$ cat src/rtl/pipe_ctrl.sv
// Fetch/valid sequencer for the 3-stage FD/X/MW RV32I pipeline: owns the fetch PC,
// stage valid bits, stall/redirect handling and the cycle/instret counters.
`timescale 1ns/1ps
module pipe_ctrl #(
  parameter logic [31:0] RESET_PC = 32'h4000_0000,
  parameter logic [31:0] NOP      = 32'h0000_0013,
  parameter int unsigned CNT_W    = 32
) (
  input  logic             clk,
  input  logic             rst,
  input  logic             stall_req,
  input  logic             redirect,
  input  logic [31:0]      redirect_pc,
  input  logic [31:0]      inst_mem,
  input  logic             counter_rst,
  output logic [31:0]      pc_fetch,
  output logic [31:0]      pc_fd,
  output logic [31:0]      inst_fd,
  output logic             fd_valid,
  output logic             x_valid,
  output logic             mw_valid,
  output logic             pipe_en,
  output logic [CNT_W-1:0] cycle_cnt,
  output logic [CNT_W-1:0] inst_cnt,
  output logic [1:0]       state
);

  localparam logic [1:0] S_RESET = 2'b00;
  localparam logic [1:0] S_RUN   = 2'b01;
  localparam logic [1:0] S_STALL = 2'b10;

  logic running;

  assign running = (state != S_RESET);
  assign pipe_en = running & ~stall_req;
  assign inst_fd = fd_valid ? inst_mem : NOP;

  always_comb begin
    pc_fetch = pc_fd + 32'd4;
    if (!running || !pipe_en)
      pc_fetch = running ? pc_fd : RESET_PC;
    else if (redirect)
      pc_fetch = redirect_pc;
    else if (!fd_valid)
      // pc_fd already holds the redirect target but its fetch was killed: refetch it
      pc_fetch = pc_fd;
  end

  always_ff @(posedge clk or posedge rst) begin
    if (rst) begin
      state <= S_RESET;
    end else begin
      case (state)
        S_RESET: state <= S_RUN;
        S_RUN:   state <= stall_req ? S_STALL : S_RUN;
        S_STALL: state <= stall_req ? S_STALL : S_RUN;
        default: state <= S_RESET;
      endcase
    end
  end

  always_ff @(posedge clk or posedge rst) begin
    if (rst) begin
      pc_fd    <= RESET_PC;
      fd_valid <= 1'b0;
      x_valid  <= 1'b0;
      mw_valid <= 1'b0;
    end else if (!running) begin
      pc_fd    <= RESET_PC;
      fd_valid <= 1'b1;
    end else if (pipe_en) begin
      pc_fd    <= pc_fetch;
      mw_valid <= x_valid;
      x_valid  <= fd_valid & ~redirect;
      fd_valid <= ~redirect;
    end
  end

  always_ff @(posedge clk or posedge rst) begin
    if (rst) begin
      cycle_cnt <= '0;
      inst_cnt  <= '0;
    end else if (counter_rst) begin
      cycle_cnt <= '0;
      inst_cnt  <= '0;
    end else begin
      if (running)
        cycle_cnt <= cycle_cnt + 1'b1;
      if (pipe_en && mw_valid)
        inst_cnt <= inst_cnt + 1'b1;
    end
  end

endmodule

$ cat config.mk
export PLATFORM = sky130hd
export DESIGN_NAME = pipe_ctrl
export DESIGN_NICKNAME = d
export VERILOG_FILES = /design/src/rtl/pipe_ctrl.sv
export SDC_FILE = /design/constraint.sdc
export NUM_CORES = 1
export LEC_CHECK = 0
export ABC_AREA = 0
export CORE_MARGIN = 2
export CORE_UTILIZATION = 33
export DETAILED_ROUTE_END_ITERATION = 8
export PLACE_DENSITY = 0.7
export SLEW_MARGIN = 20
export SYNTH_ARGS = -nofsm -noshare
export SYNTH_HDL_FRONTEND = slang
export SYNTH_SLANG_ARGS = --single-unit
$ cat constraint.sdc
create_clock -name clk -period 4.6 [get_ports clk]
set_clock_uncertainty 0.05 [all_clocks]
set_input_delay 0.92 -clock clk [delete_from_list [all_inputs] [get_ports clk]]
set_output_delay 0.92 -clock clk [all_outputs]
set_load 0.1 [all_outputs]
==> results of run 1 <==
[placed cells by master, fill, tap and decap left out, types with 10 or more instances in the layout]
| cell type | count |
|---|---|
| clkdlybuf4s50_1 | 168 |
| xnor2_1 | 40 |
| nor3_1 | 23 |
| inv_1 | 17 |
| nor2_1 | 90 |
| nand3_1 | 31 |
| xor2_1 | 17 |
| buf_12 | 34 |
| o21ai_0 | 27 |
| and2_1 | 31 |
| dfrtp_1 | 100 |
| nor4_1 | 21 |
| nand4_1 | 21 |
| buf_4 | 43 |
| nand2_1 | 48 |
| a22oi_1 | 17 |
| and3_1 | 10 |
| o22ai_1 | 16 |
| a21oi_1 | 33 |
| or3_1 | 13 |
[sequential cells by signal (all words and copies together) (netlist names)]
register   count
cycle_cnt     32
fd_valid       1
inst_cnt      32
mw_valid       1
pc_fd         32
state          2
x_valid        1
[report_power, final]
group	switching, mW	leakage (nW)	internal, mW	total (mW)
logic	2.56	1.98	0.882	3.44
registers	0.198	1.38	1.01	1.20
clock network	0.377	0.173	0.541	0.919
[logic make-up (layout without fill, tap and decap cells)]
kind of cell / after synthesis / count (layout) / share of synthesized area, %
xor+xnor: 57 / 57 / 8.37
simple gates: 334 / 334 / 29.5
mux: 9 / 9 / 1.59
compound gates: 130 / 130 / 13.3
flops: 101 / 101 / 42.4
buf+inv: 61 / 280 / 3.86
fa+ha+maj: 5 / 5 / 1.05
[Yosys cell counts, types with 21 or more instances]
library cell	instances	area share (%)
dfrtp_1	100	42
nor2_1	90	5.7
nand2_1	48	3.0
xnor2_1	40	5.9
a21oi_1	35	2.9
clkbuf_1	35	2.2
and2_1	31	3.3
nand3_1	31	2.6
o21ai_0	30	2.5
nor3_1	23	1.9
nand4_1	21	2.2
nor4_1	21	2.2
[per-stage QoR]
step	TNS (ps)	setup slack (ps)	cell area, um2
after floorplan	-5180	-821	6030
after global placement	0	633	8850
after detailed placement	0	611	8850
after CTS	0	581	9200
after global routing	0	408	9200
final	0	562	9200
[area by class of cell]
class                   count  area [um2]
flip-flops and latches    101        2530
fillers                  1639        8640
repair buffers            246        2690
clock inverters             7         128
inverters                  18        70.1
multi-input cells         535        3270
clock buffers               9         225
well taps                 229         287
[routing by layer]
metal | up-vias | GRT usage [%] | part of all wire [%]
li1 | 2925 | - | -
met1 | 2891 | 26.2 | 42
met2 | 260 | 36.1 | 49
met3 | 29 | 4.33 | 6.7
met4 | 0 | 6.71 | 2.1
met5 | - | 0 | 0
[worst register-to-register path, stage by stage, from the launching register on]
cell and delay (ps):
dfrtp_1 380, inv_1 50, ha_2 170, buf_4 350, nor3b_2 590, nand4_1 540, nor3_1 470, nand3_1 130
mux2_2 280
[path summary, 6_finish.rpt]
kind                                          start                        end  slack [ps]  cells after the start
worst max-delay path                      stall_req               pc_fetch[15]         560                      7
worst min-delay path            x_valid$_DFFE_PP0P_        x_valid$_DFFE_PP0P_         490                      2
worst max register to register   state[1]$_DFF_PP0_   inst_cnt[31]$_DFFE_PP0P_        1460                      8
worst min register to register  x_valid$_DFFE_PP0P_        x_valid$_DFFE_PP0P_         490                      2
max in group asynchronous                       rst      pc_fd[30]$_DFFE_PP1P_        2810                      3
min in group asynchronous                       rst  cycle_cnt[29]$_DFFE_PP0P_         930                      2
==> results_dict.tcl, run 1 <==
set metrics [dict create \
    cts_sinks 101 \
    ir_worst_vdd_mv 0.515 \
    cp_slowest_cell "clkdlybuf4s50_1" \
    drt-initial-drc-count 424 \
    antenna_left 0 \
    diodes 0 \
    syn_area_um2 5970 \
    clk_latency_ps 360 \
    area_growth_syn_to_layout_pct 54.2 \
    cts_setup_buffers 0 \
    synth.distinct_cells 52 \
    stdcell_count 1145 \
    fmax_ghz 0.248 \
    slew_violations 0 \
    whs_ps 489 \
    yosysWarnings 0 \
    p_total_mw 5.56 \
    num_rows 49 \
    finalSetupViolCount 0 \
    hold_violations 0 \
    synth_edf_count 0 \
    via_per_inst 5.33 \
    critical_path.max_stage_delay_ps 490 \
    min_path_type "reg -> reg" \
    dpl.cell_count 1129 \
    grt_pass1_wl_um 32500 \
    clk_pin_slew_ps 80 \
    gp_congestion 0.862 \
    finalWirelength_um 20000 \
    syn_inst 697 \
    ctsHoldBuffers 0 \
    relSlewSlack_pct 27.7 \
    synth_nets 771 \
    start_util_pct 33.4 \
    ios 235 \
    cts_tree "done" \
    die_w_um 138 \
    root_buffer "clkbuf_16" \
    run_status "finished clean" \
    h-tree-depth 3 \
    grt.overflow.total 0 \
    finalCritPeriodShare_pct 87.8 \
    synthArstFlopShare_pct 100 \
    leakage_nw 3.53 \
    cts-resized-gates 0 \
    crit_family "buffers and inverters" \
    fin_util_pct 51.6 \
    fin_nets 985 \
    avgSynthCellArea_um2 8.56 \
    ys_ff_latch 101 \
    cts_buffer_depth 2 \
    critPathCaptureType "primary output" \
    worst_pin_slew_ps 1080 \
    critPathMaxFanout 41 \
    cp-start-kind "input pin" \
    period_needed_ps 4040 \
    cp.required_ps 3630 \
    die_area_um2 19200 \
    grt_use_total_pct 20.9 \
    crit_type "in -> out" \
    core_area_um2 17800 \
    cts_made_buffers 9 \
    grt_max_degree 71 \
    worstPathCellList "clkdlybuf4s50_1 -> buf_4 -> inv_1 -> and3_1 -> a21oi_1 -> a31oi_2 -> buf_12" \
    drt_pass1_iterations 5 \
    wl_per_cell_um 17.5 \
    rsz0062_at_grt "no" \
    hpwl_um 14500 \
    num_vias 6105 \
    io_buffers 234 \
    drive_above_1_share_pct 13.2 \
    die_h_um 138 \
    drcViolationCount 0 \
    cp_num_buf_inv 4 \
    cap_violations 0 \
    synth_flop_cell "dfrtp_1" \
    power.density_nw_per_um2 605 \
    grt_pass1_vias 6042 \
    ys_seq_area_share_pct 42.4 \
    antenna_found_initial 0 \
    cp.arrival_ps 3070 \
]
No activity file was read; power rests on OpenSTA's default activity.
==> inputs of run 2 (changes only) <==
--- a/config.mk
+++ b/config.mk
@@ -8,6 +8,7 @@
 export ABC_AREA = 0
 export CORE_MARGIN = 2
 export CORE_UTILIZATION = 33
+export CTS_CLUSTER_SIZE = 25
 export DETAILED_ROUTE_END_ITERATION = 8
 export PLACE_DENSITY = 0.7
 export SLEW_MARGIN = 20
==> results of run 2 <==
Final layout, timing and power as in run 1 (identical DEF).
